--- src/rtl/branch_resolver_unit_if.sv ---
// Issue-side and PC-mux-side signal bundle for the branch resolver, plus the
// fetch BHT lookup port and statistics outputs.
interface branch_resolver_unit_if #(
   parameter int unsigned DATA_WIDTH = 32,
   parameter int unsigned ADDR_WIDTH = 32,
   parameter int unsigned CNT_WIDTH  = 16
);
   // issue side
   logic                  valid_in;
   logic                  ready_out;
   logic [ADDR_WIDTH-1:0] pc_in;
   logic [DATA_WIDTH-1:0] rs1_data_in;
   logic [DATA_WIDTH-1:0] rs2_data_in;
   logic [ADDR_WIDTH-1:0] imm_in;
   logic [2:0]            sel_in;
   logic [3:0]            uop_in;
   logic                  pred_taken_in;

   // result side
   logic                  valid_out;
   logic                  ready_in;
   logic [1:0]            pc_mux_sel_out;
   logic [ADDR_WIDTH-1:0] target_out;
   logic [ADDR_WIDTH-1:0] link_out;
   logic                  mispredict_out;

   // fetch lookup and statistics
   logic [ADDR_WIDTH-1:0] bht_pc_in;
   logic                  bht_taken_out;
   logic [CNT_WIDTH-1:0]  branch_cnt_out;
   logic [CNT_WIDTH-1:0]  mispredict_cnt_out;

   modport master (
      output valid_in, pc_in, rs1_data_in, rs2_data_in, imm_in, sel_in, uop_in,
             pred_taken_in, ready_in, bht_pc_in,
      input  ready_out, valid_out, pc_mux_sel_out, target_out, link_out,
             mispredict_out, bht_taken_out, branch_cnt_out, mispredict_cnt_out
   );

   modport slave (
      input  valid_in, pc_in, rs1_data_in, rs2_data_in, imm_in, sel_in, uop_in,
             pred_taken_in, ready_in, bht_pc_in,
      output ready_out, valid_out, pc_mux_sel_out, target_out, link_out,
             mispredict_out, bht_taken_out, branch_cnt_out, mispredict_cnt_out
   );
endinterface

--- src/rtl/branch_resolver_unit.sv ---
// Registered RV32I branch/jump resolver with misprediction flagging, a 2-bit
// counter BHT read combinationally by fetch, and saturating statistics.
module branch_resolver_unit #(
   parameter int unsigned DATA_WIDTH  = 32,
   parameter int unsigned ADDR_WIDTH  = 32,
   parameter int unsigned BHT_ENTRIES = 16,
   parameter int unsigned CNT_WIDTH   = 16
) (
   input logic                    clk_in,
   input logic                    rst_n_in,
   branch_resolver_unit_if.slave  brif
);

   localparam int unsigned IDX_W = $clog2(BHT_ENTRIES);

   localparam logic [2:0] SEL_BRU   = 3'b011;
   localparam logic [3:0] UOP_BEQ   = 4'b0000;
   localparam logic [3:0] UOP_BNE   = 4'b0001;
   localparam logic [3:0] UOP_BLT   = 4'b0100;
   localparam logic [3:0] UOP_BGE   = 4'b0101;
   localparam logic [3:0] UOP_BLTU  = 4'b0110;
   localparam logic [3:0] UOP_BGEU  = 4'b0111;
   localparam logic [3:0] UOP_JAL   = 4'b1000;
   localparam logic [3:0] UOP_JALR  = 4'b1001;
   localparam logic [1:0] MUX_TAKEN = 2'b01;
   localparam logic [1:0] MUX_SEQ   = 2'b10;
   localparam logic [1:0] CTR_INIT  = 2'b01;

   logic                  valid_q, valid_d;
   logic [1:0]            sel_q, sel_d;
   logic [ADDR_WIDTH-1:0] target_q, target_d;
   logic [ADDR_WIDTH-1:0] link_q, link_d;
   logic                  mispred_q, mispred_d;
   logic [CNT_WIDTH-1:0]  branch_cnt_q, branch_cnt_d;
   logic [CNT_WIDTH-1:0]  mispred_cnt_q, mispred_cnt_d;
   logic [1:0]            bht_q [BHT_ENTRIES];
   logic [1:0]            bht_d [BHT_ENTRIES];

   logic                  ready_c;
   logic                  accept_c;
   logic                  is_cond_c;
   logic                  is_jump_c;
   logic                  is_jalr_c;
   logic                  taken_c;
   logic                  mispred_c;
   logic                  lt_s_c;
   logic                  lt_u_c;
   logic                  eq_c;
   logic [ADDR_WIDTH-1:0] seq_pc_c;
   logic [ADDR_WIDTH-1:0] br_tgt_c;
   logic [ADDR_WIDTH-1:0] jalr_tgt_c;
   logic [IDX_W-1:0]      upd_idx_c;
   logic [IDX_W-1:0]      look_idx_c;
   logic                  unused_bits;

   assign ready_c    = !valid_q || brif.ready_in;
   assign accept_c   = brif.valid_in && ready_c;
   assign eq_c       = (brif.rs1_data_in == brif.rs2_data_in);
   assign lt_s_c     = ($signed(brif.rs1_data_in) < $signed(brif.rs2_data_in));
   assign lt_u_c     = (brif.rs1_data_in < brif.rs2_data_in);
   assign seq_pc_c   = brif.pc_in + ADDR_WIDTH'(4);
   assign br_tgt_c   = brif.pc_in + brif.imm_in;
   assign jalr_tgt_c = (brif.rs1_data_in[ADDR_WIDTH-1:0] + brif.imm_in) & ~ADDR_WIDTH'(1);
   assign upd_idx_c  = brif.pc_in[IDX_W+1:2];
   assign look_idx_c = brif.bht_pc_in[IDX_W+1:2];
   assign mispred_c  = taken_c ^ brif.pred_taken_in;
   assign unused_bits = ^{brif.bht_pc_in[ADDR_WIDTH-1:IDX_W+2], brif.bht_pc_in[1:0]};

   // uOP decode; anything outside the branch unit or unknown resolves not-taken
   always_comb begin
      is_cond_c = 1'b0;
      is_jump_c = 1'b0;
      is_jalr_c = 1'b0;
      taken_c   = 1'b0;
      if (brif.sel_in == SEL_BRU) begin
         case (brif.uop_in)
            UOP_BEQ:  begin is_cond_c = 1'b1; taken_c = eq_c;    end
            UOP_BNE:  begin is_cond_c = 1'b1; taken_c = !eq_c;   end
            UOP_BLT:  begin is_cond_c = 1'b1; taken_c = lt_s_c;  end
            UOP_BGE:  begin is_cond_c = 1'b1; taken_c = !lt_s_c; end
            UOP_BLTU: begin is_cond_c = 1'b1; taken_c = lt_u_c;  end
            UOP_BGEU: begin is_cond_c = 1'b1; taken_c = !lt_u_c; end
            UOP_JAL:  begin is_jump_c = 1'b1; taken_c = 1'b1;    end
            UOP_JALR: begin is_jump_c = 1'b1; is_jalr_c = 1'b1; taken_c = 1'b1; end
            default:  ;
         endcase
      end
   end

   // next-state: result register, statistics and BHT all advance only on accept
   always_comb begin
      valid_d       = valid_q;
      sel_d         = sel_q;
      target_d      = target_q;
      link_d        = link_q;
      mispred_d     = mispred_q;
      branch_cnt_d  = branch_cnt_q;
      mispred_cnt_d = mispred_cnt_q;
      bht_d         = bht_q;
      if (ready_c) begin
         valid_d = brif.valid_in;
      end
      if (accept_c) begin
         sel_d     = taken_c ? MUX_TAKEN : MUX_SEQ;
         target_d  = !taken_c ? seq_pc_c : (is_jalr_c ? jalr_tgt_c : br_tgt_c);
         link_d    = is_jump_c ? seq_pc_c : '0;
         mispred_d = mispred_c;
         if (is_cond_c && (branch_cnt_q != '1)) begin
            branch_cnt_d = branch_cnt_q + CNT_WIDTH'(1);
         end
         if (mispred_c && (mispred_cnt_q != '1)) begin
            mispred_cnt_d = mispred_cnt_q + CNT_WIDTH'(1);
         end
         if (is_cond_c) begin
            if (taken_c && (bht_q[upd_idx_c] != 2'b11)) begin
               bht_d[upd_idx_c] = bht_q[upd_idx_c] + 2'd1;
            end else if (!taken_c && (bht_q[upd_idx_c] != 2'b00)) begin
               bht_d[upd_idx_c] = bht_q[upd_idx_c] - 2'd1;
            end
         end
      end
   end

   always_ff @(posedge clk_in or negedge rst_n_in) begin
      if (!rst_n_in) begin
         valid_q       <= 1'b0;
         sel_q         <= MUX_SEQ;
         target_q      <= '0;
         link_q        <= '0;
         mispred_q     <= 1'b0;
         branch_cnt_q  <= '0;
         mispred_cnt_q <= '0;
         for (int unsigned i = 0; i < BHT_ENTRIES; i++) begin
            bht_q[i] <= CTR_INIT;
         end
      end else begin
         valid_q       <= valid_d;
         sel_q         <= sel_d;
         target_q      <= target_d;
         link_q        <= link_d;
         mispred_q     <= mispred_d;
         branch_cnt_q  <= branch_cnt_d;
         mispred_cnt_q <= mispred_cnt_d;
         bht_q         <= bht_d;
      end
   end

   assign brif.ready_out          = ready_c;
   assign brif.valid_out          = valid_q;
   assign brif.pc_mux_sel_out     = sel_q;
   assign brif.target_out         = target_q;
   assign brif.link_out           = link_q;
   assign brif.mispredict_out     = mispred_q;
   assign brif.branch_cnt_out     = branch_cnt_q;
   assign brif.mispredict_cnt_out = mispred_cnt_q;
   // lookup sees the pre-update array; no same-cycle bypass
   assign brif.bht_taken_out      = bht_q[look_idx_c][1];

endmodule

--- src/flat_wrapper.sv ---
// flat-port wrapper written by rule: the top's interface ports become plain ports
module branch_resolver_unit_flat 
#(
   parameter int unsigned DATA_WIDTH  = 32,
   parameter int unsigned ADDR_WIDTH  = 32,
   parameter int unsigned BHT_ENTRIES = 16,
   parameter int unsigned CNT_WIDTH   = 16
)
  (clk_in, rst_n_in, brif_valid_in, brif_pc_in, brif_rs1_data_in, brif_rs2_data_in, brif_imm_in, brif_sel_in, brif_uop_in, brif_pred_taken_in, brif_ready_in, brif_bht_pc_in, brif_ready_out, brif_valid_out, brif_pc_mux_sel_out, brif_target_out, brif_link_out, brif_mispredict_out, brif_bht_taken_out, brif_branch_cnt_out, brif_mispredict_cnt_out);
  branch_resolver_unit_if #(.DATA_WIDTH(DATA_WIDTH), .ADDR_WIDTH(ADDR_WIDTH), .CNT_WIDTH(CNT_WIDTH)) brif_i ();
  input logic clk_in;
  input logic rst_n_in;
  input wire logic [$bits(brif_i.valid_in)-1:0] brif_valid_in;
  input wire logic [$bits(brif_i.pc_in)-1:0] brif_pc_in;
  input wire logic [$bits(brif_i.rs1_data_in)-1:0] brif_rs1_data_in;
  input wire logic [$bits(brif_i.rs2_data_in)-1:0] brif_rs2_data_in;
  input wire logic [$bits(brif_i.imm_in)-1:0] brif_imm_in;
  input wire logic [$bits(brif_i.sel_in)-1:0] brif_sel_in;
  input wire logic [$bits(brif_i.uop_in)-1:0] brif_uop_in;
  input wire logic [$bits(brif_i.pred_taken_in)-1:0] brif_pred_taken_in;
  input wire logic [$bits(brif_i.ready_in)-1:0] brif_ready_in;
  input wire logic [$bits(brif_i.bht_pc_in)-1:0] brif_bht_pc_in;
  output wire logic [$bits(brif_i.ready_out)-1:0] brif_ready_out;
  output wire logic [$bits(brif_i.valid_out)-1:0] brif_valid_out;
  output wire logic [$bits(brif_i.pc_mux_sel_out)-1:0] brif_pc_mux_sel_out;
  output wire logic [$bits(brif_i.target_out)-1:0] brif_target_out;
  output wire logic [$bits(brif_i.link_out)-1:0] brif_link_out;
  output wire logic [$bits(brif_i.mispredict_out)-1:0] brif_mispredict_out;
  output wire logic [$bits(brif_i.bht_taken_out)-1:0] brif_bht_taken_out;
  output wire logic [$bits(brif_i.branch_cnt_out)-1:0] brif_branch_cnt_out;
  output wire logic [$bits(brif_i.mispredict_cnt_out)-1:0] brif_mispredict_cnt_out;
  assign brif_i.valid_in = brif_valid_in;
  assign brif_i.pc_in = brif_pc_in;
  assign brif_i.rs1_data_in = brif_rs1_data_in;
  assign brif_i.rs2_data_in = brif_rs2_data_in;
  assign brif_i.imm_in = brif_imm_in;
  assign brif_i.sel_in = brif_sel_in;
  assign brif_i.uop_in = brif_uop_in;
  assign brif_i.pred_taken_in = brif_pred_taken_in;
  assign brif_i.ready_in = brif_ready_in;
  assign brif_i.bht_pc_in = brif_bht_pc_in;
  assign brif_ready_out = brif_i.ready_out;
  assign brif_valid_out = brif_i.valid_out;
  assign brif_pc_mux_sel_out = brif_i.pc_mux_sel_out;
  assign brif_target_out = brif_i.target_out;
  assign brif_link_out = brif_i.link_out;
  assign brif_mispredict_out = brif_i.mispredict_out;
  assign brif_bht_taken_out = brif_i.bht_taken_out;
  assign brif_branch_cnt_out = brif_i.branch_cnt_out;
  assign brif_mispredict_cnt_out = brif_i.mispredict_cnt_out;
  branch_resolver_unit #(.DATA_WIDTH(DATA_WIDTH), .ADDR_WIDTH(ADDR_WIDTH), .BHT_ENTRIES(BHT_ENTRIES), .CNT_WIDTH(CNT_WIDTH)) u_core (.clk_in(clk_in), .rst_n_in(rst_n_in), .brif(brif_i));
endmodule
--- config.mk ---
export PLATFORM = sky130hd
export DESIGN_NAME = branch_resolver_unit_flat
export DESIGN_NICKNAME = d
export VERILOG_FILES = /design/src/rtl/branch_resolver_unit_if.sv /design/src/rtl/branch_resolver_unit.sv /design/src/flat_wrapper.sv
export SDC_FILE = /design/constraint.sdc
export NUM_CORES = 1
export LEC_CHECK = 0
export ABC_AREA = 1
export CAP_MARGIN = 20
export CORE_MARGIN = 3
export CORE_UTILIZATION = 30
export DETAILED_ROUTE_END_ITERATION = 8
export PLACE_DENSITY_LB_ADDON = 0.08
export SLEW_MARGIN = 25
export SYNTH_ARGS = -nofsm -noshare
export SYNTH_HDL_FRONTEND = slang
export SYNTH_SLANG_ARGS = --single-unit
--- constraint.sdc ---
create_clock -name clk_in -period 5.9 [get_ports clk_in]
set_clock_uncertainty 0.1 [all_clocks]
set_input_delay 0.885 -clock clk_in [delete_from_list [all_inputs] [get_ports clk_in]]
set_output_delay 0.885 -clock clk_in [all_outputs]
set_load 0.01 [all_outputs]
== Word-level counts from Yosys, hierarchy flattened ==
Index checks and enable logic that the tools add are counted.
Operators by class
  add/sub/neg operators: 7
  magnitude comparators: 5
  equality and inequality tests: 12
  mux-type cells: 24
  bitwise gates (word level): 3
  reduce and logical (&&, ||, !) cells: 20
Operators by type and width (count)
  32-bit two-way mux: 5
  32-bit adder: 2
  32-bit bitwise mux: 2
  32-bit less-than comparator: 2
  16-bit by 1-bit adder with 16-bit output (second input constant): 2
  32-bit by 3-bit adder with 32-bit output (second input constant): 1
  32-bit equality test: 1
  16-bit != test (second input constant): 2
  2-bit binary-select mux with 4-bit select: 2
  4-bit by 3-bit equality test with 1-bit output (second input constant): 4
  2-bit two-way mux: 6
  5-bit >= comparator (second input constant): 2
  4-bit inverter with 5-bit output: 2
  2-bit demux with 4-bit select: 1
  4-bit equality test (second input constant): 2
  1-bit two-way mux: 7
  1-bit case mux with 7 select lines: 1
  1-bit logical AND: 6
  6-bit OR reduction: 1
  1-bit zero test: 5
  5-bit by 1-bit less-than comparator with 1-bit output (second input constant): 1
  4-bit by 1-bit equality test with 1-bit output (second input constant): 1
  4-bit zero test: 1
  2-bit AND reduction: 2
  other kinds (9): 10
Word-level totals
  register bits after elaboration: 132
  bits of input ports: 172
  output and inout bits: 102
  word-level logic and storage cells: 94

== Depth between registers and ports, before layout ==
Gate-level depths: netlist of the first run.
  depth after elaboration: 8
  depth in mapped cells: 24

== Worst setup path before layout of the first run ==
OpenSTA, ideal clock, no wires.
  path kind: input to register
  start point: input port brif_pc_in[2]
  end point: register u_core.bht_q[11] in the netlist's numbering
  arrival: 2925 ps
  required time: 5682 ps
  setup slack: 2757 ps
  cell stages on the path: 15
  cells stage by stage: inv_2 clkbuf_1 nand2_1 a32o_1 nand2_1 nand4_1 clkbuf_1 ha_1 inv_1 nand2_1 nand2_1 buf_2 nand4_1 nand2_1 nand2_1
Between the ends
  word-level cells in the longest chain between the ends: 8
  elaborated cells on any way between the ends: 21
  classes of those cells: add/sub (2); order compare (2); eq/ne (1); mux (9); bitwise (1); reduce/logical (6)
RTL lines
  start, declared: line flat_wrapper.sv:14  | input wire logic [$bits(brif_i.pc_in)-1:0] brif_pc_in;
  4-bit inverter with 5-bit output (implied by the code) (*)
  2-bit binary-select mux with 4-bit select (tied with other cells)
  2-bit two-way mux (implied by the code) / 1-bit logical AND (equally long branches)
  2-bit two-way mux (on tied branches)
  2-bit by 1-bit subtractor with 2-bit output (tied with other cells): line branch_resolver_unit.sv:118  | bht_d[upd_idx_c] = bht_q[upd_idx_c] - 2'd1;
  32-bit bitwise mux (tied with other cells): line branch_resolver_unit.sv:118
  32-bit two-way mux / 2-bit nonzero test (equally long branches)
  32-bit two-way mux / 3-bit AND reduction (equally long branches)
  end signal, assigned: line branch_resolver_unit.sv:144  | bht_q <= bht_d;
  end, declared: line branch_resolver_unit.sv:36  | logic [1:0] bht_q [BHT_ENTRIES];
Every way passes the cells marked *; elsewhere a longest branch is shown, timed or not. The select of a mux whose other input is x is not followed.
A chain may end at the register's enable or synchronous reset.

== Worst setup path after layout of the first run ==
  start point: input port brif_pc_in[3]
  end point: register u_core.target_q[22] (netlist: u_core.brif.target_out[22])
Between the ends
  word-level cells in the longest chain between the ends: 3
  elaborated cells on any way between the ends: 4
  classes of those cells: add/sub (2); mux (2)
RTL lines
  32-bit adder: line branch_resolver_unit.sv:62  | assign br_tgt_c = brif.pc_in + brif.imm_in;
  32-bit two-way mux: line branch_resolver_unit.sv:105  | target_d = !taken_c ? seq_pc_c : (is_jalr_c ? jalr_tgt_c : br_tgt_c);
  32-bit two-way mux (*): line branch_resolver_unit.sv:105
  end signal, assigned: line branch_resolver_unit.sv:139  | target_q <= target_d;
  end, declared: line branch_resolver_unit.sv:31  | logic [ADDR_WIDTH-1:0] target_q, target_d;
Every way passes the cells marked *; elsewhere a longest branch is shown, timed or not.

==> results of run 1 <==
## how the worst min path moves through the flow
stage	start	endpoint	slack, ns
2_1_floorplan	flop	flop	0.35
3_3_place_gp	flop	flop	0.36
4_1_cts	u_core.brif.pc_mux_sel_out[1]	u_core.brif.pc_mux_sel_out[1]	0.37
5_1_grt	flop	flop	0.38
6_report	u_core.brif.pc_mux_sel_out[1]	u_core.brif.pc_mux_sel_out[1]	0.37
3_5_place_dp	u_core.brif.pc_mux_sel_out[1]	u_core.brif.pc_mux_sel_out[1]	0.36
## cell type report
cell class | count | share of cell area
inverter | 181 | 0.0442
sequential | 132 | 0.216
multi-input combinational | 1360 | 0.490
timing repair buffer | 261 | 0.167
clock inverter | 12 | 0.0115
tap | 511 | 0.0415
clock buffer | 20 | 0.0296
## routing by layer
metal,routed length (um),GRT usage,part of all wire,vias up
li1,-,-,-,6254
met1,21000,0.295,0.47,5678
met2,20300,0.344,0.46,277
met3,2530,0.0444,0.057,28
met4,390,0.0275,0.0088,6
met5,44,0,0.00099,-
## power by group
part	internal (uW)	switching [uW]	leakage, uW
clock network	730	420	0.000299
registers	972	56.9	0.00169
logic	413	575	0.00518
total	2110	1050	0.00718
## stage by stage
stage	util	std cells	setup slack (ns)	total power [uW]	area (um2)
floorplan	-	1712	2.76	1570	11700
CTS	0.404	2477	1.76	3200	15400
finish	0.404	2477	1.63	3170	15400
global route	0.404	2477	1.45	3370	15400
global placement	0.388	2445	1.29	2030	14800
detailed placement	0.388	2445	1.33	2030	14800
## kinds of logic (layout without fill, tap and decap cells)
| kind of cell | Yosys count | after routing | share of synthesized area |
|---|---|---|---|
| AND/OR/NAND/NOR | 853 | 853 | 0.319 |
| XOR/XNOR | 66 | 66 | 0.0493 |
| buffers and inverters | 220 | 474 | 0.0728 |
| AO/OA/AOI/OAI | 335 | 335 | 0.162 |
| flip-flops | 132 | 132 | 0.283 |
| multiplexers | 3 | 3 | 0.00256 |
| adder cells (fa/ha/maj) | 103 | 103 | 0.111 |
## cell usage in the layout (no fill, tap or decap), types with 5 or more instances in the layout
master	synthesis	final
nand3_2	5	5
a31oi_1	13	13
o31ai_1	5	5
nor2_1	112	112
xor2_1	34	34
a21oi_1	138	138
a21boi_0	6	6
nor3_1	18	18
xnor2_1	32	32
nor2_4	5	5
clkdlybuf4s50_1	0	244
o211ai_1	18	18
nand2_1	483	483
inv_2	6	6
nand3_1	143	143
nand2_2	11	11
o21ai_0	114	114
nand3b_1	5	5
ha_1	101	101
clkbuf_16	0	17
buf_4	2	16
dfstp_2	17	17
a21o_1	8	8
nor2_2	9	9
inv_1	174	174
o21bai_1	5	5
dfrtp_1	115	115
o21ai_1	7	7
nand4_1	42	42
## critical path: stages
cell and delay (ns):
clkdlybuf4s50_1 0.90, ha_1 0.40, a21oi_1 0.16, o21ai_1 0.19, a21boi_0 0.48, o21ai_1 0.29
nand2_1 0.12, nand2_1 0.08, a21boi_0 0.25, or2_0 0.14, a21oi_1 0.05, o21ai_0 0.35
nand3_1 0.12
==> flow_metrics.env, run 1 <==
export IMPL_seq_area_mm2=0.00332
export IMPL_cts_resized=0
export IMPL_start_util=0.308
export IMPL_totalWireLength_um=44200
export IMPL_critPathCapture="u_core.brif.target_out[22]"
export IMPL_antenna_found_initial=3
export IMPL_root_buffer="clkbuf_16"
export IMPL_p_per_area_mw_per_mm2=205
export IMPL_worstPathArrival_ns=4.43
export IMPL_async_flop_share=1.00
export IMPL_slew_violations=0
export IMPL_clkLatencyLatePin_ns=0.42
export IMPL_grt_max_degree=105
export IMPL_r2r_cells=10
export IMPL_ios=274
export IMPL_nNetsFinal=2228
export IMPL_num_rows=71
export IMPL_final_min_clock_period_ns=4.27
export IMPL_timing_rr_end="u_core.brif.branch_cnt_out[10]"
export IMPL_ys_seq_area_frac=0.283
export IMPL_routed_via_count=12200
export IMPL_via_per_inst=4.94
export IMPL_cts_buffers=17
export IMPL_synth_area_leaders="dfrtp_1 (25%), nand2_1 (15%), ha_1 (11%), nand3_1 (6.1%), a21oi_1 (5.9%)"
export IMPL_syn_inst=1712
export IMPL_filler_cell_count=4053
export IMPL_startpoint="brif_pc_in[3]"
export IMPL_ys_seq_elements=132
export IMPL_syn_to_final_growth_pct=31.3
export IMPL_cts_buffer_depth=2
export IMPL_synth_area_mm2=0.0117
export IMPL_start_kind="input port"
export IMPL_cts_sinks=132
export IMPL_slew_headroom=0.334
export IMPL_drc=0
export IMPL_finalHoldViolCount=0
export IMPL_drive_gt1_frac=0.0580
export IMPL_clk_pin_slew_ns=0.06
export IMPL_postRouteAntennaNets=0
export IMPL_cts_htree_levels=4
export IMPL_cp_required_ns=6.07
export IMPL_antenna_cells=0
export IMPL_syn_avg_cell_area_um2=6.85
export IMPL_synth_top_area_frac=0.245
export IMPL_synth_cell_types=56
export IMPL_worstSetupEndpointType="flop"
export IMPL_totalNegativeSetupSlack_ns=0
export IMPL_ctsHoldBuffers=0
export IMPL_cts_tree="done"
export IMPL_drtIter0Drc=789
export IMPL_ys_top_cells_by_count="nand2_1 (483), inv_1 (174), nand3_1 (143), a21oi_1 (138), dfrtp_1 (115)"
export IMPL_grt_pass1_wl_um=68400
export IMPL_maxCapViolCount=0
export IMPL_grt_overflow_total=0
export IMPL_worstPathMaxFanout=12
export IMPL_core_area_mm2=0.0381
export IMPL_synth_edf_count=0
export IMPL_multiInputGateArea_mm2=0.00756
export IMPL_r2r_start="u_core.brif.valid_out"
export IMPL_synth_ff_type="dfrtp_1"
export IMPL_max_freq_mhz=234
export IMPL_fin_crit_sh=0.723
export IMPL_dieArea_mm2=0.0415
export IMPL_dr_pass1_iters=5
export IMPL_r2r_setup_slack_ns=2.94
export IMPL_vdd_drop_max_mv=0.185
export IMPL_grt_pass1_vias=12000
export IMPL_status="completed"
export IMPL_post_cts_repair_setup_buffers=0
export IMPL_port_buffers=245
export IMPL_dieWidth_um=204
export IMPL_hold_path_class="reg -> reg"
export IMPL_die_h_um=204
export IMPL_grt_use_total=0.210
export IMPL_synth_top_area_cell="dfrtp_1"
export IMPL_synth_nets=1987
export IMPL_hold_slack_ns=0.367
export IMPL_synth_most_common_cell="nand2_1"
export IMPL_wl_per_cell_um=17.9
export IMPL_leakagePower_uw=0.00718
export IMPL_min_path_cells=2
export IMPL_hpwl_um=35700
export IMPL_max_slew_worst_pin_slew_ns=0.987
export IMPL_rsz0062_at_grt="no"
export IMPL_critPathKind="in -> reg"
export IMPL_setup_violations=0
export IMPL_synth_warnings=0
export IMPL_place_congestion=0.902
Note: power is estimated with default switching activity, not from simulation.
==> inputs of run 2 (changes only) <==
clock period = 3.9 ns   (was 5.9 ns; I/O delays follow)
==> run 2 against run 1 <==
Flip-flop and latch count unchanged; first-iteration DRC count decreased by 1.9%; combinational power increased by 58%; non-clock buffer count increased by 44; hold slack got worse by 0.25 ns; cell count increased by 1.8%; highest routed layer unchanged.
==> flow_metrics.env, run 2 (same netlist as run 1, synthesis figures left out) <==
export IMPL_totalWireLength_um=45300
export IMPL_rsz0062_at_grt="no"
export IMPL_r2r_setup_slack_ns=1.45
export IMPL_place_ws_ns=0.173
export IMPL_grt_max_degree=85
export IMPL_dieArea_mm2=0.0415
export IMPL_grt_overflow_total=0
export IMPL_fin_crit_sh=0.837
export IMPL_drtIter0Drc=774
export IMPL_antenna_found_initial=1
export IMPL_ctsHoldBuffers=0
export IMPL_die_h_um=204
export IMPL_cts_htree_levels=4
export IMPL_vdd_drop_max_mv=0.282
export IMPL_dr_pass1_iters=6
export IMPL_mostFrequentLayoutCells="nand2_1 (483), clkdlybuf4s50_1 (244), inv_1 (174), nand3_1 (143), a21oi_1 (138)"
export IMPL_r2r_start="u_core.brif.mispredict_cnt_out[0]"
export IMPL_slew_headroom=0.398
export IMPL_cts_resized=0
export IMPL_filler_cell_count=3969
export IMPL_cp_required_ns=4.17
export IMPL_start_util=0.308
export IMPL_max_freq_mhz=306
export IMPL_dieWidth_um=204
export IMPL_cts_buffer_depth=2
export IMPL_cts_tree="done"
export IMPL_cts_buffers=17
export IMPL_max_slew_worst_pin_slew_ns=0.892
export IMPL_place_congestion=0.889
export IMPL_drive_gt1_frac=0.0786
export IMPL_status="completed"
export IMPL_port_buffers=245
export IMPL_totalNegativeSetupSlack_ns=0
export IMPL_maxCapViolCount=0
export IMPL_ios=274
export IMPL_clkLatencyLatePin_ns=0.43
export IMPL_wl_per_cell_um=17.9
export IMPL_finalHoldViolCount=0
export IMPL_cts_sinks=132
export IMPL_cpMaxStageDelayCell="clkdlybuf4s50_1"
export IMPL_slew_violations=0
export IMPL_nNetsFinal=2272
export IMPL_grt_pass1_vias=12100
export IMPL_start_kind="input port"
export IMPL_worst_path_buf_inv=5
export IMPL_utilization=0.414
export IMPL_setup_violations=0
export IMPL_cpMostUsedCell="nand2_1"
export IMPL_root_buffer="clkbuf_16"
export IMPL_post_cts_repair_setup_buffers=0
export IMPL_critPathKind="in -> reg"
export IMPL_hpwl_um=36700
export IMPL_drc=0
export IMPL_final_min_clock_period_ns=3.26
export IMPL_worstSetupEndpointType="flop"
export IMPL_clk_pin_slew_ns=0.06
export IMPL_grt_pass1_wl_um=69400
export IMPL_worstPathArrival_ns=3.53
export IMPL_crit_family="simple AND/OR/NAND/NOR gates"
export IMPL_crit_path_cell_trace="clkdlybuf4s50_1 -> inv_1 -> ha_1 -> nand2_1 -> nor2_1 -> nand2_1 -> inv_1 -> a21oi_1 -> buf_4 -> nand2_1 -> nand2_1 -> nand2_1 -> nand2_1 -> nand3_2 -> nand2_2 -> nand2_1 -> nand3_1 -> nor2_2 -> buf_4 -> nand3_1 -> nand2_1"
export IMPL_slowest_delay_ns=0.46
export IMPL_core_area_mm2=0.0381
export IMPL_r2r_cells=9
export IMPL_routed_via_count=12400
export IMPL_via_per_inst=4.92
export IMPL_leakagePower_uw=0.00741
export IMPL_grt_use_total=0.215
export IMPL_syn_to_final_growth_pct=34.6
export IMPL_worst_slack_ns=0.637
export IMPL_postRouteAntennaNets=0
export IMPL_num_rows=71
export IMPL_worstPathMaxFanout=5
export IMPL_hold_path_class="in -> async"
export IMPL_timing_rr_end="u_core.brif.mispredict_cnt_out[13]"
export IMPL_final_common_cell="nand2_1"
export IMPL_p_per_area_mw_per_mm2=308
run 2: worst max-delay path by stage:
stage | from | end | slack, ns | cells past startpoint
finish | brif_rs2_data_in[31] | u_core.bht_q[13] | 0.64 | 21
global route | brif_rs2_data_in[15] | u_core.bht_q[13] | 0.29 | 22
floorplan | brif_pc_in[2] | u_core.bht_q[11] | 1.06 | 15
detailed placement | brif_rs2_data_in[31] | u_core.brif.target_out[14] | 0.17 | 19
global placement | brif_rs2_data_in[31] | u_core.bht_q[27] | 0.21 | 20
CTS | brif_rs2_data_in[31] | u_core.bht_q[21] | 0.60 | 21
run 2: report_power, final:
group          internal (uW)  total [uW]  switching [uW]
registers               1470        1550            84.3
logic                    667        1560             891
clock network           1100        1750             649
total                   3240        4870            1620
run 2: routing by layer:
metal  track usage  vias to the layer above  part of all wire
met5             0                        -           0.00022
met4        0.0391                        2             0.013
met3        0.0468                       29             0.064
met2         0.344                      309              0.45
met1         0.302                     5732              0.47
li1              -                     6333                 -
run 2: layout make-up:
type | count | area [um2] | share of cell area
Clock inverter | 12 | 179 | 0.0113
Sequential cell | 132 | 3320 | 0.210
Multi-Input combinational cell | 1360 | 7560 | 0.478
Tap cell | 511 | 639 | 0.0405
Clock buffer | 20 | 457 | 0.0289
Inverter | 181 | 682 | 0.0432
Timing Repair Buffer | 305 | 2950 | 0.187
Antenna cell | 1 | 2.50 | 0.000158
run 2: stage by stage:
| step | area [um2] | power, uW | hold WS, ns | cells |
|---|---|---|---|---|
| after floorplan | 11700 | 2380 | 0.189 | 1712 |
| after global placement | 15200 | 3130 | 0.358 | 2489 |
| after detailed placement | 15200 | 3130 | 0.359 | 2489 |
| after CTS | 15800 | 4910 | 0.163 | 2521 |
| after global routing | 15800 | 5150 | 0.163 | 2521 |
| final | 15800 | 4870 | 0.112 | 2522 |
